[src/rtl/ysyx_23060332_lsu_if.sv]
// Bundle of the LSU request, writeback and data-memory signals.
// The LSU binds to the slave modport; its environment (EXU/WBU/memory) binds to master.
interface ysyx_23060332_lsu_if #(
  parameter int ADDR_W = 32,
  parameter int DATA_W = 32
);
  logic              in_valid;
  logic              in_ready;
  logic              in_is_store;
  logic [2:0]        in_func3;
  logic [ADDR_W-1:0] in_addr;
  logic [DATA_W-1:0] in_wdata;
  logic              out_valid;
  logic              out_ready;
  logic [DATA_W-1:0] out_rdata;
  logic              out_err;
  logic              mem_ren;
  logic [ADDR_W-1:0] mem_raddr;
  logic [DATA_W-1:0] mem_rdata;
  logic              mem_wen;
  logic [ADDR_W-1:0] mem_waddr;
  logic [DATA_W-1:0] mem_wdata;
  logic [7:0]        mem_wmask;

  modport slave (
    input  in_valid, in_is_store, in_func3, in_addr, in_wdata, out_ready, mem_rdata,
    output in_ready, out_valid, out_rdata, out_err,
           mem_ren, mem_raddr, mem_wen, mem_waddr, mem_wdata, mem_wmask
  );

  modport master (
    output in_valid, in_is_store, in_func3, in_addr, in_wdata, out_ready, mem_rdata,
    input  in_ready, out_valid, out_rdata, out_err,
           mem_ren, mem_raddr, mem_wen, mem_waddr, mem_wdata, mem_wmask
  );
endinterface

[src/rtl/ysyx_23060332_lsu.sv]
// Load-store unit: one load/store per transaction, word-aligned memory strobe
// after LATENCY access cycles, lane-extracted/extended result to writeback.
module ysyx_23060332_lsu #(
  parameter int LATENCY = 1,
  parameter int ADDR_W  = 32,
  parameter int DATA_W  = 32
) (
  input  logic                  clk,
  input  logic                  rst_n,
  ysyx_23060332_lsu_if.slave    bus
);

  localparam int CNT_W = 4;

  typedef enum logic [1:0] {
    S_IDLE   = 2'd0,
    S_ACCESS = 2'd1,
    S_RESP   = 2'd2
  } state_e;

  state_e            state_q, state_d;
  logic [CNT_W-1:0]  cnt_q, cnt_d;
  logic              is_store_q, is_store_d;
  logic [2:0]        func3_q, func3_d;
  logic [ADDR_W-1:0] addr_q, addr_d;
  logic [DATA_W-1:0] wdata_q, wdata_d;
  logic [DATA_W-1:0] rdata_q, rdata_d;
  logic              err_q, err_d;

  logic              strobe_s;
  logic              accept_s;
  logic              req_err_s;

  // Misalignment or an unsupported funct3 (stores have no unsigned forms).
  function automatic logic req_err(input logic is_store, input logic [2:0] f3,
                                   input logic [1:0] off);
    logic bad;
    case (f3)
      3'b000:  bad = 1'b0;
      3'b001:  bad = off[0];
      3'b010:  bad = (off != 2'b00);
      3'b100:  bad = is_store;
      3'b101:  bad = is_store | off[0];
      default: bad = 1'b1;
    endcase
    return bad;
  endfunction

  function automatic logic [DATA_W-1:0] load_extract(input logic [2:0] f3,
                                                     input logic [DATA_W-1:0] word,
                                                     input logic [1:0] off);
    logic [DATA_W-1:0] sh;
    logic [DATA_W-1:0] res;
    sh = word >> {off, 3'b000};
    case (f3)
      3'b000:  res = {{(DATA_W-8){sh[7]}}, sh[7:0]};
      3'b001:  res = {{(DATA_W-16){sh[15]}}, sh[15:0]};
      3'b010:  res = sh;
      3'b100:  res = {{(DATA_W-8){1'b0}}, sh[7:0]};
      3'b101:  res = {{(DATA_W-16){1'b0}}, sh[15:0]};
      default: res = {DATA_W{1'b0}};
    endcase
    return res;
  endfunction

  function automatic logic [3:0] store_mask(input logic [2:0] f3, input logic [1:0] off);
    logic [3:0] m;
    case (f3)
      3'b000:  m = 4'b0001 << off;
      3'b001:  m = 4'b0011 << off;
      3'b010:  m = 4'b1111;
      default: m = 4'b0000;
    endcase
    return m;
  endfunction

  assign strobe_s  = (state_q == S_ACCESS) && (cnt_q == CNT_W'(LATENCY - 1));
  assign accept_s  = bus.in_valid && (state_q == S_IDLE);
  assign req_err_s = req_err(bus.in_is_store, bus.in_func3, bus.in_addr[1:0]);

  // Next-state and registered-field update for the request/access/response sequence.
  always_comb begin
    state_d    = state_q;
    cnt_d      = cnt_q;
    is_store_d = is_store_q;
    func3_d    = func3_q;
    addr_d     = addr_q;
    wdata_d    = wdata_q;
    rdata_d    = rdata_q;
    err_d      = err_q;
    case (state_q)
      S_IDLE: begin
        if (accept_s) begin
          is_store_d = bus.in_is_store;
          func3_d    = bus.in_func3;
          addr_d     = bus.in_addr;
          wdata_d    = bus.in_wdata;
          rdata_d    = {DATA_W{1'b0}};
          err_d      = req_err_s;
          cnt_d      = {CNT_W{1'b0}};
          state_d    = req_err_s ? S_RESP : S_ACCESS;
        end else begin
          state_d = S_IDLE;
        end
      end
      S_ACCESS: begin
        if (strobe_s) begin
          // Result is captured at the end of the only strobe cycle and held through RESP.
          rdata_d = is_store_q ? {DATA_W{1'b0}}
                               : load_extract(func3_q, bus.mem_rdata, addr_q[1:0]);
          cnt_d   = {CNT_W{1'b0}};
          state_d = S_RESP;
        end else begin
          cnt_d   = cnt_q + {{(CNT_W-1){1'b0}}, 1'b1};
          state_d = S_ACCESS;
        end
      end
      S_RESP: begin
        if (bus.out_ready) begin
          state_d = S_IDLE;
        end else begin
          state_d = S_RESP;
        end
      end
      default: begin
        state_d = S_IDLE;
        cnt_d   = {CNT_W{1'b0}};
      end
    endcase
  end

  // State and request registers; reset discards any transaction in flight.
  always_ff @(posedge clk or negedge rst_n) begin
    if (!rst_n) begin
      state_q    <= S_IDLE;
      cnt_q      <= {CNT_W{1'b0}};
      is_store_q <= 1'b0;
      func3_q    <= 3'b000;
      addr_q     <= {ADDR_W{1'b0}};
      wdata_q    <= {DATA_W{1'b0}};
      rdata_q    <= {DATA_W{1'b0}};
      err_q      <= 1'b0;
    end else begin
      state_q    <= state_d;
      cnt_q      <= cnt_d;
      is_store_q <= is_store_d;
      func3_q    <= func3_d;
      addr_q     <= addr_d;
      wdata_q    <= wdata_d;
      rdata_q    <= rdata_d;
      err_q      <= err_d;
    end
  end

  // Strobes decode straight from state so an async reset kills a pending write at once.
  assign bus.in_ready  = (state_q == S_IDLE);
  assign bus.out_valid = (state_q == S_RESP);
  assign bus.out_rdata = rdata_q;
  assign bus.out_err   = err_q;
  assign bus.mem_ren   = strobe_s & ~is_store_q;
  assign bus.mem_wen   = strobe_s & is_store_q;
  assign bus.mem_raddr = {addr_q[ADDR_W-1:2], 2'b00};
  assign bus.mem_waddr = {addr_q[ADDR_W-1:2], 2'b00};
  assign bus.mem_wdata = wdata_q << {addr_q[1:0], 3'b000};
  assign bus.mem_wmask = bus.mem_wen ? {4'b0000, store_mask(func3_q, addr_q[1:0])} : 8'h00;

endmodule

[src/flat_wrapper.sv]
// flat-port wrapper written by rule: the top's interface ports become plain ports
module ysyx_23060332_lsu_flat 
#(
  parameter int LATENCY = 1,
  parameter int ADDR_W  = 32,
  parameter int DATA_W  = 32
)
  (clk, rst_n, bus_in_valid, bus_in_is_store, bus_in_func3, bus_in_addr, bus_in_wdata, bus_out_ready, bus_mem_rdata, bus_in_ready, bus_out_valid, bus_out_rdata, bus_out_err, bus_mem_ren, bus_mem_raddr, bus_mem_wen, bus_mem_waddr, bus_mem_wdata, bus_mem_wmask);
  ysyx_23060332_lsu_if #(.ADDR_W(ADDR_W), .DATA_W(DATA_W)) bus_i ();
  input  logic clk;
  input  logic rst_n;
  input wire logic [$bits(bus_i.in_valid)-1:0] bus_in_valid;
  input wire logic [$bits(bus_i.in_is_store)-1:0] bus_in_is_store;
  input wire logic [$bits(bus_i.in_func3)-1:0] bus_in_func3;
  input wire logic [$bits(bus_i.in_addr)-1:0] bus_in_addr;
  input wire logic [$bits(bus_i.in_wdata)-1:0] bus_in_wdata;
  input wire logic [$bits(bus_i.out_ready)-1:0] bus_out_ready;
  input wire logic [$bits(bus_i.mem_rdata)-1:0] bus_mem_rdata;
  output wire logic [$bits(bus_i.in_ready)-1:0] bus_in_ready;
  output wire logic [$bits(bus_i.out_valid)-1:0] bus_out_valid;
  output wire logic [$bits(bus_i.out_rdata)-1:0] bus_out_rdata;
  output wire logic [$bits(bus_i.out_err)-1:0] bus_out_err;
  output wire logic [$bits(bus_i.mem_ren)-1:0] bus_mem_ren;
  output wire logic [$bits(bus_i.mem_raddr)-1:0] bus_mem_raddr;
  output wire logic [$bits(bus_i.mem_wen)-1:0] bus_mem_wen;
  output wire logic [$bits(bus_i.mem_waddr)-1:0] bus_mem_waddr;
  output wire logic [$bits(bus_i.mem_wdata)-1:0] bus_mem_wdata;
  output wire logic [$bits(bus_i.mem_wmask)-1:0] bus_mem_wmask;
  assign bus_i.in_valid = bus_in_valid;
  assign bus_i.in_is_store = bus_in_is_store;
  assign bus_i.in_func3 = bus_in_func3;
  assign bus_i.in_addr = bus_in_addr;
  assign bus_i.in_wdata = bus_in_wdata;
  assign bus_i.out_ready = bus_out_ready;
  assign bus_i.mem_rdata = bus_mem_rdata;
  assign bus_in_ready = bus_i.in_ready;
  assign bus_out_valid = bus_i.out_valid;
  assign bus_out_rdata = bus_i.out_rdata;
  assign bus_out_err = bus_i.out_err;
  assign bus_mem_ren = bus_i.mem_ren;
  assign bus_mem_raddr = bus_i.mem_raddr;
  assign bus_mem_wen = bus_i.mem_wen;
  assign bus_mem_waddr = bus_i.mem_waddr;
  assign bus_mem_wdata = bus_i.mem_wdata;
  assign bus_mem_wmask = bus_i.mem_wmask;
  ysyx_23060332_lsu #(.LATENCY(LATENCY), .ADDR_W(ADDR_W), .DATA_W(DATA_W)) u_core (.clk(clk), .rst_n(rst_n), .bus(bus_i));
endmodule
[config.mk]
export PLATFORM = sky130hd
export DESIGN_NAME = ysyx_23060332_lsu_flat
export DESIGN_NICKNAME = d
export VERILOG_FILES = /design/src/rtl/ysyx_23060332_lsu_if.sv /design/src/rtl/ysyx_23060332_lsu.sv /design/src/flat_wrapper.sv
export SDC_FILE = /design/constraint.sdc
export NUM_CORES = 1
export LEC_CHECK = 0
export ABC_AREA = 1
export BUFFER_PORTS_ARGS = -buffer_cell sky130_fd_sc_hd__buf_2
export CORE_ASPECT_RATIO = 0.5
export CORE_MARGIN = 2
export CORE_UTILIZATION = 49
export DETAILED_ROUTE_END_ITERATION = 10
export GPL_ROUTABILITY_DRIVEN = 0
export HOLD_SLACK_MARGIN = 0.05
export PLACE_DENSITY = 0.79
export SETUP_SLACK_MARGIN = 0.15
export SYNTH_ARGS = -nofsm -noshare
export SYNTH_HDL_FRONTEND = slang
export SYNTH_SLANG_ARGS = --single-unit
[constraint.sdc]
create_clock -name clk -period 1.7 [get_ports clk]
set_input_delay 0 -clock clk [delete_from_list [all_inputs] [get_ports clk]]
set_output_delay 0 -clock clk [all_outputs]
set_load 0.05 [all_outputs]
# ---- Word level (Yosys, flattened, before mapping)
# Index checks and enable logic that the tools add are counted.
dict set report word_totals {
  reg_bits 107
  latchBits 0
  mem_bits_rw 0
  rom_bits 0
  in_bits 104
  out_inout_bits 141
  elab_cells 57
  memories 0
}
dict set report classes {
  addsub 1
  mul 0
  n_div 0
  n_lt_le_gt_ge 0
  n_eq_ne 12
  n_shift 4
  n_mux 16
  bitwise_logic 5
  n_reduce_logical 11
}
# cell n
set ops {}
lappend ops {{32-bit case mux with 5 select lines} 1}
lappend ops {{32-bit 2-to-1 mux} 3}
lappend ops {{32-bit case mux with 2 select lines} 1}
lappend ops {{32-bit by 5-bit left shift with 32-bit output} 1}
lappend ops {{32-bit by 5-bit >> shifter with 32-bit output} 1}
lappend ops {{4-bit case mux with 3 select lines} 2}
lappend ops {{3-bit equality test (second input constant)} 4}
lappend ops {{4-bit 2-to-1 mux} 3}
lappend ops {{2-bit 2-to-1 mux} 4}
lappend ops {{3-bit by 1-bit equality test with 1-bit output (second input constant)} 2}
lappend ops {{3-bit by 2-bit equality test with 1-bit output (second input constant)} 2}
lappend ops {{3-bit zero test} 2}
lappend ops {{2-bit case mux with 3 select lines} 1}
lappend ops {{1-bit case mux with 5 select lines} 1}
lappend ops {{4-bit by 1-bit adder with 4-bit output (second input constant)} 1}
lappend ops {{4-bit zero test} 1}
lappend ops {{2-bit by 1-bit inequality test with 1-bit output (second input constant)} 2}
lappend ops {{2-bit AND reduction} 2}
lappend ops {{2-bit nonzero test} 2}
lappend ops {{1-bit by 2-bit left shift with 4-bit output (first input constant)} 1}
lappend ops {{2-bit by 2-bit left shift with 4-bit output (first input constant)} 1}
lappend ops {{3-bit AND reduction} 1}
lappend ops {{1-bit bitwise AND} 2}
lappend ops {{2-bit by 1-bit equality test with 1-bit output (second input constant)} 1}
lappend ops {{5 further kinds} 7}

# ---- Longest topological paths before layout
dict set report depth {
  ltp_word 5
  ltp_mapped 10
  ltp_nobuf 8
}

# ---- Least setup slack after synthesis
# No wires, ideal clock.
dict set report synth_timing {
  kind {register to register}
  start {reg u_core.state_q[1]}
  end {reg u_core.rdata_q[2], in the netlist u_core.bus.out_rdata[2]}
  setup_time_ns 0.127
  arrival_time_ns 1.822
  t_required_ns 1.573
  path_slack_ns -0.249
  path_stages_with_launch 8
  path_buffers 1
  synth_period_minus_slack_ns 1.949
  path_cell_list {dfrtp_1 nor2_1 nand2_2 inv_2 nor2_4 buf_2 nand2_1 o21ai_0}
}
dict set report synth_between {
  elab_chain_cells 4
  elab_cells_between_ends 9
  cone_classes {eq/ne (3); mux (1); reduce/logical (5)}
}
# element line
set synth_rtl {}
lappend synth_rtl {{start, declared} ysyx_23060332_lsu.sv:21} ;# state_e state_q, state_d;
lappend synth_rtl {{start signal, assigned} ysyx_23060332_lsu.sv:144} ;# state_q <= state_d;
lappend synth_rtl {{2-bit zero test *} -}
lappend synth_rtl {{net bus_in_ready} flat_wrapper.sv:19} ;# output wire logic [$bits(bus_i.in_ready)-1:0] bus_in_ready;
lappend synth_rtl {{1-bit logical AND} ysyx_23060332_lsu.sv:78} ;# assign accept_s = bus.in_valid && (state_q == S_IDLE);
lappend synth_rtl {{2-bit by 1-bit inequality test with 1-bit output (no source line)} -}
lappend synth_rtl {{3-bit AND reduction (no source line)} -}
lappend synth_rtl {{end signal, assigned} ysyx_23060332_lsu.sv:141} ;# rdata_q <= {DATA_W{1'b0}};
lappend synth_rtl {{end signal, assigned} ysyx_23060332_lsu.sv:150} ;# rdata_q <= rdata_d;
lappend synth_rtl {{end, declared} ysyx_23060332_lsu.sv:27} ;# logic [DATA_W-1:0] rdata_q, rdata_d;
# The timed path passes the listed nets; every way through them passes the cells marked *.
# A chain may end at the register's enable or synchronous reset.

# ---- Final worst setup path
dict set report layout_timing {
  start {reg u_core.cnt_q[1]}
  end {reg u_core.rdata_q[15], in the netlist u_core.bus.out_rdata[15]}
}
dict set report layout_between {
  elab_chain_cells 4
}
# element line
set layout_rtl {}
lappend layout_rtl {{start, declared} ysyx_23060332_lsu.sv:22} ;# logic [CNT_W-1:0] cnt_q, cnt_d;
lappend layout_rtl {{start signal, assigned} ysyx_23060332_lsu.sv:136} ;# cnt_q <= {CNT_W{1'b0}};
lappend layout_rtl {{start signal, assigned} ysyx_23060332_lsu.sv:145} ;# cnt_q <= cnt_d;
lappend layout_rtl {{4-bit zero test} ysyx_23060332_lsu.sv:77} ;# assign strobe_s = (state_q == S_ACCESS) && (cnt_q == CNT_W'(LATENCY - 1));
lappend layout_rtl {{1-bit logical AND} ysyx_23060332_lsu.sv:77}
lappend layout_rtl {{2-bit by 1-bit inequality test with 1-bit output (no source line)} -}
lappend layout_rtl {{3-bit AND reduction (no source line)} -}
# Every way passes these cells.

==> reports/results.ini <==
[drt]
drt_iter0_drc=903
drcViolationCount=0
vias=6876
ant_nets=0
post_drt_wl_per_cell_um=18.4
routed_wirelength_um=23200
drt-pass1-iter-count=7
via_per_inst=5.47

[global_route]
grt_max_degree=61
antenna_found_initial=0
grt_pass1_wl_um=30600
grt_use_met3_pct=5.96
use_met2_pct=52.1
grt_util_met1_pct=35.5
gr-total-overflow=0
grt_pass1_vias=6267
busiest_layer=met2
grt_usage_pct=29.4

[pwr]
seqPwrFrac_pct=23.1
intPower_mw=7.57
peakVddDrop_v=0.00164
swShare_pct=55.1
power.leakage_nw=5.01
p_per_area_mw_per_mm2=1860
pwr-share-comb_pct=64.3
power_switching_mw=9.30
clkPwrFrac_pct=12.5
p_total_mw=16.9

[finish]
postLayoutCellArea_mm2=0.00908
final_common_cell=nand2_1
drive_gt1_share_pct=37.7
mostFrequentLayoutCells=353 x nand2_1, 197 x buf_2, 105 x dfrtp_1
layout.nets=1192
stdcell_count=1256
area_delta_synth_final_pct=52.5
diodes=0
fillers=745

[die]
start_util_pct=50.3
dieHeight_um=81.9
core_area_mm2=0.0118
die_area_mm2=0.0131
rows=28
die_x_um=160
ios=245

[timing]
setup_violations=21
period_share_pct=105
period_minus_slack_ns=1.78
rsz0062_at_grt=yes
skew_ns=0.00611
final.setup.worst_slack_ns=-0.0830
slew_headroom_pct=52.0
clock.fmax_mhz=561
hold_viol=0
tightest_slew_ns=0.718
drv_slew=0

[status]
violations=negative setup slack
status=complete, but fails checks

[critical_path]
startpoint_type=flop
cp_cell_sequence=inv_2 -> ha_4 -> nand3_4 -> nor2_4 -> nor2_4 -> nand2_1 -> nand2_1
required_ns=1.96
r2r_cells=7
slowest_delay_ns=0.55
arrival_ns=2.04
cp_num_buf_inv=1
path_class=flop to flop
worstSetupEndpointType=flop
slowest_stage=nor2_4
crit_fanout=32
path_delay_family=simple AND/OR/NAND/NOR gates
cp.depth=7

[clocking]
htreeDepth=3
insertion_delay_ns=0.35
numCtsBuffers=9
tritoncts=yes
root_buffer=clkbuf_16
clock-sinks=107
cts_buffer_depth=2
path_clk_slew_ns=0.08

[run]
maxCapViolations=0

[placement]
hpwl_um=11700
place_area_mm2=0.00685
port_buffers=236
dp_cells=1139
place_ws_ns=-0.0528

[synthesis]
syn_area_mm2=0.00595
netlist_instances=818
synth_top_area_cell=dfrtp_1
syn_avg_cell_area_um2=7.28
yosysWarnings=0
yosysSeqAreaShare_pct=45.0
synth_seq_cells=107
synthTopCellsByArea=dfrtp_1 45%, nand2_1 24%, buf_4 8.8%
yosysTopAreaCellShare_pct=45.0
netlist-cell-type-count=27

[hold_path]
hold_depth=5
hold_path.class=primary input to flop

sequential cells by signal, summed over array words and instances (netlist names):
name and cells:
u_core.bus.out_rdata 32, u_core.bus.out_err 1, u_core.cnt_q 4, u_core.is_store_q 1
u_core.addr_q 32, u_core.wdata_q 32, u_core.func3_q 3, u_core.state_q 2
layout make-up:
cell class | count | area, um2 | share of cell area [%]
multi-input combinational | 568 | 3000 | 33.0
timing repair buffer | 352 | 2690 | 29.6
sequential | 107 | 2680 | 29.5
clock buffer | 9 | 225 | 2.48
tap | 165 | 206 | 2.27
inverter | 47 | 201 | 2.22
clock inverter | 7 | 66.3 | 0.731
timing repair inverter | 1 | 11.3 | 0.124
kinds of logic (layout without fill, tap and decap cells):
| logic type | Yosys count | in the layout | share of synthesized area [%] |
|---|---|---|---|
| AO/OA/AOI/OAI | 73 | 73 | 6.39 |
| XOR/XNOR | 2 | 2 | 0.294 |
| adder cells (fa/ha/maj) | 2 | 2 | 0.420 |
| buffers and inverters | 152 | 416 | 15.4 |
| flip-flops | 107 | 107 | 45.0 |
| other | 1 | 8 | 0.0630 |
| AND/OR/NAND/NOR | 481 | 483 | 32.5 |
worst reg2reg max path, stage by stage, from the launching register on:
cell,delay (ns)
dfrtp_1,0.39
inv_2,0.08
ha_4,0.17
nand3_4,0.07
nor2_4,0.06
nor2_4,0.55
nand2_1,0.18
nand2_1,0.19
power by group through the flow:
| stage | clock [mW] | sequential [mW] | combinational (mW) |
|---|---|---|---|
| floorplan | 0 | 3.94 | 6.65 |
| global placement | 0 | 3.68 | 7.93 |
| detailed placement | 0 | 3.70 | 8.02 |
| CTS | 2.12 | 3.74 | 9.43 |
| global route | 2.22 | 3.96 | 11.3 |
| finish | 2.12 | 3.90 | 10.9 |
layer usage:
layer | vias up | part of all wire [%]
met4 | 0 | 7.1
li1 | 2997 | -
met3 | 177 | 9.0
met2 | 549 | 47
met5 | - | 0
met1 | 3153 | 37
what timing repair did:
item                       in CTS  in global routing
hold buffers                   71                  0
gates cloned                    3                  3
hold endpoints to repair      112                  0
setup endpoints to repair      70                 74
resized for setup             154                108
pin swaps                      18                 47
setup buffers                  16                  8
cell usage after synthesis (all sizes together):
library cell  count
nand2           379
buf              99
conb              1
xor2              2
o21ai            47
o211ai            1
nand3b            1
inv              45
clkinv            2
nor2             60
dfrtp           107
clkbuf            6
a21oi            15
nor3              1
nand3            33
nand4             7
ha                2
o22ai            10
final timing paths:
path	startpoint	end	slack, ns
max in group asynchronous	rst_n	u_core.bus.out_rdata[11]	0.82
worst min-delay path	bus_mem_rdata[3]	u_core.bus.out_rdata[3]	0.06
worst max-delay path	u_core.cnt_q[1]	u_core.bus.out_rdata[15]	-0.08
min in group asynchronous	rst_n	u_core.addr_q[25]	0.23
worst max register to register	u_core.cnt_q[1]	u_core.bus.out_rdata[15]	-0.08
worst min register to register	u_core.bus.out_rdata[27]	u_core.bus.out_rdata[27]	0.47
through the flow:
stage	utilization [%]	hold WS, ns	TNS, ns
3_5_place_dp	57.8	0.0439	-0.346
4_1_cts	72.3	0.0574	0
2_1_floorplan	-	-0.296	-0.487
6_report	76.6	0.0645	-0.790
3_3_place_gp	57.8	0.0388	0
5_1_grt	76.6	0.0745	-2.70
No activity file was read; power rests on OpenSTA's default activity.
